$ cat src/rtl/hps_image_loader_pkg.sv
// Shared image/video constants, loader state encoding and the memory-write payload.
package hps_image_loader_pkg;

  localparam int unsigned IMG_W_DEF        = 160;
  localparam int unsigned IMG_H_DEF        = 120;
  localparam int unsigned FRAME_PIX        = IMG_W_DEF * IMG_H_DEF;
  localparam int unsigned PIX_PER_WORD_DEF = 4;

  localparam int unsigned ADDR_W  = 15;
  localparam int unsigned PIX_W   = 8;
  localparam int unsigned WORD_W  = 32;
  localparam int unsigned IDX_W   = 3;
  localparam int unsigned STATE_W = 3;

  // Video pipeline: 640x480 VGA scan, each source pixel replicated 4x4
  localparam int unsigned VGA_H_ACTIVE = 640;
  localparam int unsigned VGA_V_ACTIVE = 480;
  localparam int unsigned VGA_SCALE    = 4;

  localparam logic [STATE_W-1:0] ST_IDLE     = 3'd0;
  localparam logic [STATE_W-1:0] ST_WAIT_REQ = 3'd1;
  localparam logic [STATE_W-1:0] ST_WRITE    = 3'd2;
  localparam logic [STATE_W-1:0] ST_ACK      = 3'd3;
  localparam logic [STATE_W-1:0] ST_DONE     = 3'd4;

  typedef struct packed {
    logic              wren;
    logic [ADDR_W-1:0] addr;
    logic [PIX_W-1:0]  data;
  } mem_wr_t;

  // Byte i of a packed HPS word, byte 0 in bits 7:0
  function automatic logic [PIX_W-1:0] word_byte(input logic [WORD_W-1:0] w,
                                                 input logic [IDX_W-1:0]  i);
    logic [WORD_W-1:0] sh;
    sh = w >> {i, 3'b000};
    return sh[PIX_W-1:0];
  endfunction

endpackage

$ cat src/rtl/hps_image_loader_if.sv
// HPS handshake plus image-memory write port of the frame loader.
interface hps_image_loader_if;
  import hps_image_loader_pkg::*;

  logic              hps_start;
  logic              hps_req;
  logic [WORD_W-1:0] hps_data;
  logic              hps_ack;
  logic [ADDR_W-1:0] mem_wraddr;
  logic [PIX_W-1:0]  mem_wrdata;
  logic              mem_wren;
  logic              busy;
  logic              load_done;
  logic              overflow;

  // HPS side: drives the request/data, observes everything else
  modport master (
    output hps_start, hps_req, hps_data,
    input  hps_ack, mem_wraddr, mem_wrdata, mem_wren, busy, load_done, overflow
  );

  // Loader side
  modport slave (
    input  hps_start, hps_req, hps_data,
    output hps_ack, mem_wraddr, mem_wrdata, mem_wren, busy, load_done, overflow
  );
endinterface

$ cat src/rtl/hps_image_loader_sync_2ff.sv
// 1-bit double-flop synchroniser for signals crossing into the pixel clock.
module sync_2ff (
  input  logic clk,
  input  logic rst_n,
  input  logic d,
  output logic q
);
  logic meta_d, meta_q;
  logic sync_d, sync_q;

  // Next values: shift the input through two stages
  always_comb begin
    meta_d = d;
    sync_d = meta_q;
  end

  // Synchroniser stages
  always_ff @(posedge clk or negedge rst_n) begin
    if (!rst_n) begin
      meta_q <= 1'b0;
      sync_q <= 1'b0;
    end else begin
      meta_q <= meta_d;
      sync_q <= sync_d;
    end
  end

  assign q = sync_q;
endmodule

$ cat src/rtl/hps_image_loader.sv
// Loads a frame of packed HPS pixel words into image memory via a 4-phase handshake.
module hps_image_loader
  import hps_image_loader_pkg::*;
#(
  parameter int unsigned IMG_W        = IMG_W_DEF,
  parameter int unsigned IMG_H        = IMG_H_DEF,
  parameter int unsigned PIX_PER_WORD = PIX_PER_WORD_DEF
) (
  input logic               clk_50MHz,
  input logic               vga_reset,
  hps_image_loader_if.slave bus
);
  localparam int unsigned       PIX_TOTAL = IMG_W * IMG_H;
  localparam logic [ADDR_W-1:0] PTR_MAX   = ADDR_W'(PIX_TOTAL);
  localparam logic [IDX_W-1:0]  IDX_LAST  = IDX_W'(PIX_PER_WORD - 1);

  logic req_s, start_s;

  logic [STATE_W-1:0] state_d, state_q;
  logic [ADDR_W-1:0]  ptr_d, ptr_q;
  logic [IDX_W-1:0]   idx_d, idx_q;
  logic [WORD_W-1:0]  word_d, word_q;
  logic               pend_d, pend_q;
  logic               start_prev_d, start_prev_q;
  logic               ovf_d, ovf_q;
  logic               ack_d, ack_q;
  logic               busy_d, busy_q;
  logic               done_d, done_q;
  mem_wr_t            wr_d, wr_q;

  logic               start_rise_c, capture_c, emit_c;
  logic [PIX_W-1:0]   emit_byte_c;

  sync_2ff u_sync_req (
    .clk   (clk_50MHz),
    .rst_n (vga_reset),
    .d     (bus.hps_req),
    .q     (req_s)
  );

  sync_2ff u_sync_start (
    .clk   (clk_50MHz),
    .rst_n (vga_reset),
    .d     (bus.hps_start),
    .q     (start_s)
  );

  // Next-state and next-output logic; outputs are registered from these _d values
  always_comb begin
    state_d      = state_q;
    ptr_d        = ptr_q;
    idx_d        = idx_q;
    word_d       = word_q;
    pend_d       = pend_q;
    ovf_d        = ovf_q;
    ack_d        = ack_q;
    start_prev_d = start_s;
    wr_d         = wr_q;
    wr_d.wren    = 1'b0;
    start_rise_c = start_s & ~start_prev_q;
    capture_c    = 1'b0;
    emit_c       = 1'b0;
    emit_byte_c  = '0;

    case (state_q)
      ST_IDLE: begin
        if (start_rise_c) begin
          ptr_d   = '0;
          ovf_d   = 1'b0;
          state_d = ST_WAIT_REQ;
        end
      end
      ST_WAIT_REQ, ST_DONE: begin
        if (start_rise_c) begin
          ptr_d   = '0;
          ovf_d   = 1'b0;
          state_d = ST_WAIT_REQ;
        end else if (req_s) begin
          capture_c = 1'b1;
        end
      end
      ST_WRITE: begin
        if (start_rise_c) pend_d = 1'b1;
        if (idx_q == IDX_LAST) begin
          state_d = ST_ACK;
          ack_d   = 1'b1;
        end else begin
          idx_d       = idx_q + IDX_W'(1);
          emit_c      = 1'b1;
          emit_byte_c = word_byte(word_q, idx_d);
        end
      end
      ST_ACK: begin
        if (start_rise_c) pend_d = 1'b1;
        if (!req_s) begin
          ack_d = 1'b0;
          if (pend_d) begin
            pend_d  = 1'b0;
            ptr_d   = '0;
            ovf_d   = 1'b0;
            state_d = ST_WAIT_REQ;
          end else if (ptr_q == PTR_MAX) begin
            state_d = ST_DONE;
          end else begin
            state_d = ST_WAIT_REQ;
          end
        end
      end
      default: state_d = ST_IDLE;
    endcase

    // A captured word starts streaming with its byte 0 on the next cycle
    if (capture_c) begin
      word_d      = bus.hps_data;
      idx_d       = '0;
      emit_c      = 1'b1;
      emit_byte_c = word_byte(bus.hps_data, '0);
      state_d     = ST_WRITE;
    end

    // Pointer saturates at the frame size; bytes past it are dropped and flagged
    if (emit_c) begin
      if (ptr_q < PTR_MAX) begin
        wr_d.wren = 1'b1;
        wr_d.addr = ptr_q;
        wr_d.data = emit_byte_c;
        ptr_d     = ptr_q + ADDR_W'(1);
      end else begin
        ovf_d = 1'b1;
      end
    end

    busy_d = (state_d != ST_IDLE) && (state_d != ST_DONE);
    done_d = (state_d == ST_DONE);
  end

  // State and output registers
  always_ff @(posedge clk_50MHz or negedge vga_reset) begin
    if (!vga_reset) begin
      state_q      <= ST_IDLE;
      ptr_q        <= '0;
      idx_q        <= '0;
      word_q       <= '0;
      pend_q       <= 1'b0;
      start_prev_q <= 1'b0;
      ovf_q        <= 1'b0;
      ack_q        <= 1'b0;
      busy_q       <= 1'b0;
      done_q       <= 1'b0;
      wr_q         <= '0;
    end else begin
      state_q      <= state_d;
      ptr_q        <= ptr_d;
      idx_q        <= idx_d;
      word_q       <= word_d;
      pend_q       <= pend_d;
      start_prev_q <= start_prev_d;
      ovf_q        <= ovf_d;
      ack_q        <= ack_d;
      busy_q       <= busy_d;
      done_q       <= done_d;
      wr_q         <= wr_d;
    end
  end

  assign bus.hps_ack    = ack_q;
  assign bus.mem_wren   = wr_q.wren;
  assign bus.mem_wraddr = wr_q.addr;
  assign bus.mem_wrdata = wr_q.data;
  assign bus.busy       = busy_q;
  assign bus.load_done  = done_q;
  assign bus.overflow   = ovf_q;

endmodule

$ cat src/flat_wrapper.sv
// flat-port wrapper written by rule: the top's interface ports become plain ports
module hps_image_loader_flat import hps_image_loader_pkg::*;
#(
  parameter int unsigned IMG_W        = IMG_W_DEF,
  parameter int unsigned IMG_H        = IMG_H_DEF,
  parameter int unsigned PIX_PER_WORD = PIX_PER_WORD_DEF
)
  (clk_50MHz, vga_reset, bus_hps_start, bus_hps_req, bus_hps_data, bus_hps_ack, bus_mem_wraddr, bus_mem_wrdata, bus_mem_wren, bus_busy, bus_load_done, bus_overflow);
  hps_image_loader_if bus_i ();
  input logic clk_50MHz;
  input logic vga_reset;
  input wire logic [$bits(bus_i.hps_start)-1:0] bus_hps_start;
  input wire logic [$bits(bus_i.hps_req)-1:0] bus_hps_req;
  input wire logic [$bits(bus_i.hps_data)-1:0] bus_hps_data;
  output wire logic [$bits(bus_i.hps_ack)-1:0] bus_hps_ack;
  output wire logic [$bits(bus_i.mem_wraddr)-1:0] bus_mem_wraddr;
  output wire logic [$bits(bus_i.mem_wrdata)-1:0] bus_mem_wrdata;
  output wire logic [$bits(bus_i.mem_wren)-1:0] bus_mem_wren;
  output wire logic [$bits(bus_i.busy)-1:0] bus_busy;
  output wire logic [$bits(bus_i.load_done)-1:0] bus_load_done;
  output wire logic [$bits(bus_i.overflow)-1:0] bus_overflow;
  assign bus_i.hps_start = bus_hps_start;
  assign bus_i.hps_req = bus_hps_req;
  assign bus_i.hps_data = bus_hps_data;
  assign bus_hps_ack = bus_i.hps_ack;
  assign bus_mem_wraddr = bus_i.mem_wraddr;
  assign bus_mem_wrdata = bus_i.mem_wrdata;
  assign bus_mem_wren = bus_i.mem_wren;
  assign bus_busy = bus_i.busy;
  assign bus_load_done = bus_i.load_done;
  assign bus_overflow = bus_i.overflow;
  hps_image_loader #(.IMG_W(IMG_W), .IMG_H(IMG_H), .PIX_PER_WORD(PIX_PER_WORD)) u_core (.clk_50MHz(clk_50MHz), .vga_reset(vga_reset), .bus(bus_i));
endmodule
$ cat config.mk
export PLATFORM = sky130hd
export DESIGN_NAME = hps_image_loader_flat
export DESIGN_NICKNAME = d
export VERILOG_FILES = /design/src/rtl/hps_image_loader_pkg.sv /design/src/rtl/hps_image_loader_if.sv /design/src/rtl/hps_image_loader_sync_2ff.sv /design/src/rtl/hps_image_loader.sv /design/src/flat_wrapper.sv
export SDC_FILE = /design/constraint.sdc
export NUM_CORES = 1
export LEC_CHECK = 0
export CORE_MARGIN = 1.5
export CORE_UTILIZATION = 55
export CTS_CLUSTER_DIAMETER = 80
export DETAILED_ROUTE_END_ITERATION = 7
export PLACE_DENSITY = 0.93
export REMOVE_ABC_BUFFERS = 1
export SYNTH_ARGS = -nofsm -noshare
export SYNTH_HDL_FRONTEND = slang
export SYNTH_SLANG_ARGS = --single-unit
$ cat constraint.sdc
create_clock -name clk_50MHz -period 4.2 [get_ports clk_50MHz]
set_input_delay 0.63 -clock clk_50MHz [delete_from_list [all_inputs] [get_ports clk_50MHz]]
set_output_delay 0.63 -clock clk_50MHz [all_outputs]
set_load 0.005 [all_outputs]
# Word level (Yosys, flattened, before mapping)
# Index checks and enable logic that the tools add are counted.
dict set report word_totals {
  ram_bits 0
  output_inout_bits 28
  input_bits 36
  mem_bits_ro 0
  latchBits 0
  ff_bits 87
  memories 0
  word_cells 84
}
dict set report classes {
  muxes 40
  n_eq_ne 11
  div 0
  shifts 1
  bitwise_logic 2
  order_cmp 1
  addsub 2
  mul 0
  reduce_logical 10
}
# op count
set ops {}
lappend ops {{2-to-1 mux 15 bit} 5}
lappend ops {{2-to-1 mux 24 bit} 2}
lappend ops {{right shift 32 x 6 -> 8 bit} 1}
lappend ops {{one-hot mux 15 bit (2 select lines)} 1}
lappend ops {{2-to-1 mux 3 bit} 9}
lappend ops {{2-to-1 mux 8 bit} 3}
lappend ops {{2-to-1 mux 1 bit} 16}
lappend ops {{adder 15 x 1 -> 15 bit, second input constant} 1}
lappend ops {{equality test 15 bit, second input constant} 1}
lappend ops {{less-than comparator 15 bit, second input constant} 1}
lappend ops {{equality test 3 x 2 -> 1 bit, second input constant} 3}
lappend ops {{one-hot mux 3 bit (3 select lines)} 1}
lappend ops {{equality test 3 bit, second input constant} 2}
lappend ops {{one-hot mux 1 bit (2 select lines)} 3}
lappend ops {{!= test 2 x 1 -> 1 bit, second input constant} 2}
lappend ops {{AND reduction 2 bit} 2}
lappend ops {{nonzero test 2 bit} 2}
lappend ops {{adder 3 x 1 -> 3 bit, second input constant} 1}
lappend ops {{equality test 3 x 1 -> 1 bit, second input constant} 1}
lappend ops {{logical NOT 3 bit} 1}
lappend ops {{!= test 3 bit, second input constant} 1}
lappend ops {{AND reduction 3 bit} 1}
lappend ops {{nonzero test 3 bit} 1}
lappend ops {{OR reduction 3 bit} 1}
lappend ops {{5 further kinds} 5}

# Logic depth before layout (Yosys ltp)
dict set report logic_depth {
  depth_word 10
  mapped_depth 9
  depth_no_buf 7
}

# By module
# Synthesis repeated with hierarchy kept, for this count alone.
dict set report hier_totals {
  hier_cells 327
  area_unflattened_um2 3917.5
}
# mod n_inst seq_area_each_um2 area_each_um2 cells_per_inst
set by_module_without_submodules {}
lappend by_module_without_submodules {hps_image_loader 1 2077.0 3817.4 323}
lappend by_module_without_submodules {sync_2ff 2 50.0 50.0 2}

# Worst setup path before layout
# No wires, ideal clock.
dict set report synth_timing {
  kind {register -> register}
  start {reg u_core.idx_q[0]}
  end {reg u_core.ptr_q[10]}
  required_ns 4.076
  t_arrival_ns 1.945
  setup_time_ns 0.124
  stages_incl_launch_ff 7
  synth_period_minus_slack_ns 2.069
  n_path_buf 0
  path_slack_ns 2.131
  cell_sequence {dfrtp_1 ha_1 ha_1 nor4_4 o2111ai_2 o311a_1 or2_1}
}
dict set report synth_between {
  elab_chain_len 5
}
# element line_no
set synth_lines {}
lappend synth_lines {{start, declared} hps_image_loader.sv:21} ;# logic [IDX_W-1:0] idx_d, idx_q;
lappend synth_lines {{start signal, assigned} hps_image_loader.sv:154} ;# idx_q <= idx_d;
lappend synth_lines {{equality test 3 x 2 -> 1 bit} hps_image_loader.sv:84} ;# if (idx_q == IDX_LAST) begin
lappend synth_lines {{2-to-1 mux 1 bit} hps_image_loader.sv:84}
lappend synth_lines {{2-to-1 mux 1 bit} hps_image_loader.sv:65} ;# case (state_q)
lappend synth_lines {{2-to-1 mux 1 bit} hps_image_loader.sv:113} ;# if (capture_c) begin
lappend synth_lines {{2-to-1 mux 15 bit} hps_image_loader.sv:122} ;# if (emit_c) begin
lappend synth_lines {{named net u_core.ptr_d[10]} hps_image_loader.sv:20} ;# logic [ADDR_W-1:0] ptr_d, ptr_q;
lappend synth_lines {{end signal, assigned} hps_image_loader.sv:153} ;# ptr_q <= ptr_d;
lappend synth_lines {{end, declared} hps_image_loader.sv:20}
# The timed path passes the listed nets, and every way through them passes these cells.
# A chain may end at the register's enable or synchronous reset.

# Worst setup path in the final report
dict set report layout_timing {
  start {reg u_core.idx_q[0]}
  end {reg u_core.ptr_q[12]}
}
# The elaborated chain is that of the path after synthesis.

==> run summary <==
Status: finished clean
Netlist cell types: 41
Multi-input gate area: 1570 um2
HPWL after detailed placement: 5.26 mm
Max_cap viols: 0
CP endpoint kind: flip-flop
Final cell count without fillers: 487
Lkg Pwr: 2.05 nW
Routed Antenna Nets: 0
Post-Synthesis Cells: 328
Post-CTS resize count: 0
Switching power: 1.01 mW
CP arrival: 2.94 ns
Number of antenna violations at the first check in global routing: 0
Post-synth ARST share: 100%
Grt ovf: 0
TritonCTS buffer count: 9
Clock Power Share: 21.2%
Clk Tree Root Cell: clkbuf_8
Pins Over Slew Limit: 0
Sink Count: 87
Post-synth top cells: dfrtp_1, nand2_1, mux2_2, o21ai_0, nor2_1
Routed length per instance: 16.3 um
Gp weighted congestion: 0.853
Die Y: 87.0 um
Clock tree buffer depth: 2
Via count: 2836
Crit path launch: u_core.idx_q[0]$_DFFE_PN0P_
Vias per cell: 5.82
Die area: 7570 um2
Synth warn: 0
Largest net degree at the start of global routing: 88
Vias in the first global route: 2904
Nets@finish: 427
Area grow syn2layout: 22.9%
# setup viols final: 0
Postcts setup bufs: 0
Final hold viol count: 0
Post-synth top flop: dfrtp_1
First-pass GRT wire length: 13.6 mm
# rows: 30
Number of enable flip-flop cells after synthesis: 0
HP Start: u_core.u_sync_req.meta_q$_DFF_PN0_
Mean post-synth cell area: 11.8 um2
Worst-path clk slew: 0.08 ns
CORE AREA: 6790 um2
Synth area leader: dfrtp_1
Depth of the CTS H-tree: 3
Top area cells in the synthesized netlist: dfrtp_1, mux2_2, nand2_1
Dpl cells: 472
P_int: 1.96 mW
Sequential Power Share: 43.4%
RSZ-0062 raised after global routing: no
Starting Density: 57.1%
DR DRC count: 0
Clock Latency Late Sink: 0.36 ns
Maximum vdd ir drop: 0.343 mV
Max_slew headroom: 30.0%
Drt total wl: 7.94 mm
Req. time, crit path: 4.43 ns
Fin crit period: 2.71 ns
DRT iter0 DRCs: 254
Logic gate share of total power: 35.4%
#FFs+latches synth: 87
R2r startpoint: u_core.idx_q[0]$_DFFE_PN0P_
Yosys top cell area share: 56.1%
TritonCTS clock tree: built
# IOs: 64
DR pass1 iterations: 6
Highest Clock Rate: 369 MHz
Cell Pwr Density: 622 nW/um2
PortBufs: 63
Worst min path class: flip-flop to flip-flop
Worst setup path class: flip-flop to flip-flop
Layout cells sized above 1: 16.9%
Count leader, synth: dfrtp_1
Net Sw Frac: 34.0%
Filler instances: 463
Setup TNS: 0 ns
Total track usage: 23.3%
Synthesized cell area: 3880 um2
Diode count: 0
# hold bufs at CTS: 0
CP max FO: 37
Register area: 2180 um2
Share of the yosys chip area belonging to registers: 56.1%
Crit share post-route: 64.5%
Clk_skew: 0.0166 ns
Critical Path Start Type: flip-flop
Worst slew pin tran: 1.05 ns
Die W: 87.0 um
## through the flow
stage,hold WS (ns),cell area [um2],utilization (%),power (mW),worst slack [ns]
floorplan,0.331,3790,-,1.97,0.543
global route,0.381,4770,70.2,3.14,1.27
CTS,0.362,4770,70.2,2.98,1.48
global placement,0.335,4560,67.1,2.27,1.58
detailed placement,0.336,4560,67.1,2.34,1.47
finish,0.356,4770,70.2,2.97,1.49
## critical path: stages (launching register included)
cell and delay (ns):
dfrtp_1 0.60, ha_1 0.31, ha_1 0.24, nor4_4 0.49, o21ai_2 0.08, buf_4 0.25
inv_2 0.29, nand4_1 0.17, mux2i_1 0.15
## cell families (layout without fill, tap and decap cells)
logic type,Yosys count,after routing,synth area share [%]
flops,87,87,56.1
xor+xnor,2,2,0.451
buf+inv,29,92,3.45
simple gates,103,103,12.6
compound gates,57,57,10.6
fa+ha+maj,4,4,1.29
mux,46,46,15.5
## per-layer routing
| metal | global-route usage, % | share of wire [%] | up-vias |
|---|---|---|---|
| met5 | 0 | 0 | - |
| met4 | 8.65 | 2.0 | 0 |
| met3 | 4.45 | 5.1 | 20 |
| met2 | 39.7 | 51 | 104 |
| met1 | 29.6 | 42 | 1409 |
| li1 | - | - | 1303 |
## cell usage in the layout, fill, tap and decap left out, types with 2 or more instances in the layout
master	n
inv_2	2
a211oi_1	3
o31ai_1	6
o211ai_1	4
nor2b_1	2
xnor2_1	2
nor4_1	3
a21oi_1	5
clkbuf_8	9
bufinv_16	2
and3_1	4
inv_1	9
buf_4	4
or3_1	2
nor3_1	2
ha_1	4
clkdlybuf4s50_1	62
nor4_4	2
mux2i_1	6
a32oi_1	9
dfrtp_1	87
nand3_1	6
nand4_1	4
clkinvlp_4	2
nand2_1	63
mux4_2	8
nor2_1	11
o21ai_0	19
mux2_2	32
o311a_1	2
## cell type report
type	count	share of cell area [%]
flip-flops and latches	87	45.6
clock inverters	5	1.76
repair buffers	66	13.6
inverters	11	0.865
clock buffers	10	2.68
well taps	96	2.52
multi-input cells	212	32.9
## path summary, 6_finish.rpt
check,endpoint,slack [ns],cells past startpoint
worst max-delay path,u_core.ptr_q[12]$_DFF_PN0_,1.49,8
worst min-delay path,u_core.u_sync_req.q$_DFF_PN0_,0.36,0
worst max register to register,u_core.ptr_q[12]$_DFF_PN0_,1.49,8
worst min register to register,u_core.u_sync_req.q$_DFF_PN0_,0.36,0
max in group asynchronous,u_core.word_q[16]$_DFFE_PN0P_,3.08,1
min in group asynchronous,u_core.ptr_q[14]$_DFF_PN0_,0.47,1
## power groups by stage
stage          Combinational [mW]  Sequential, mW  Clock, mW
4_1_cts                      1.06            1.28      0.640
2_1_floorplan               0.733            1.24          0
6_report                     1.05            1.29      0.630
3_3_place_gp                0.990            1.28          0
5_1_grt                      1.15            1.32      0.672
3_5_place_dp                 1.04            1.30          0
## flip-flops by register name (all words and copies together) (netlist names), 3 cells and up
name	cells
u_core.idx_q	3
u_core.state_q	3
u_core.ptr_q	15
u_core.word_q	32
u_core.bus.mem_wrdata	8
u_core.bus.mem_wraddr	15
Power figures use the tool's default switching activity.
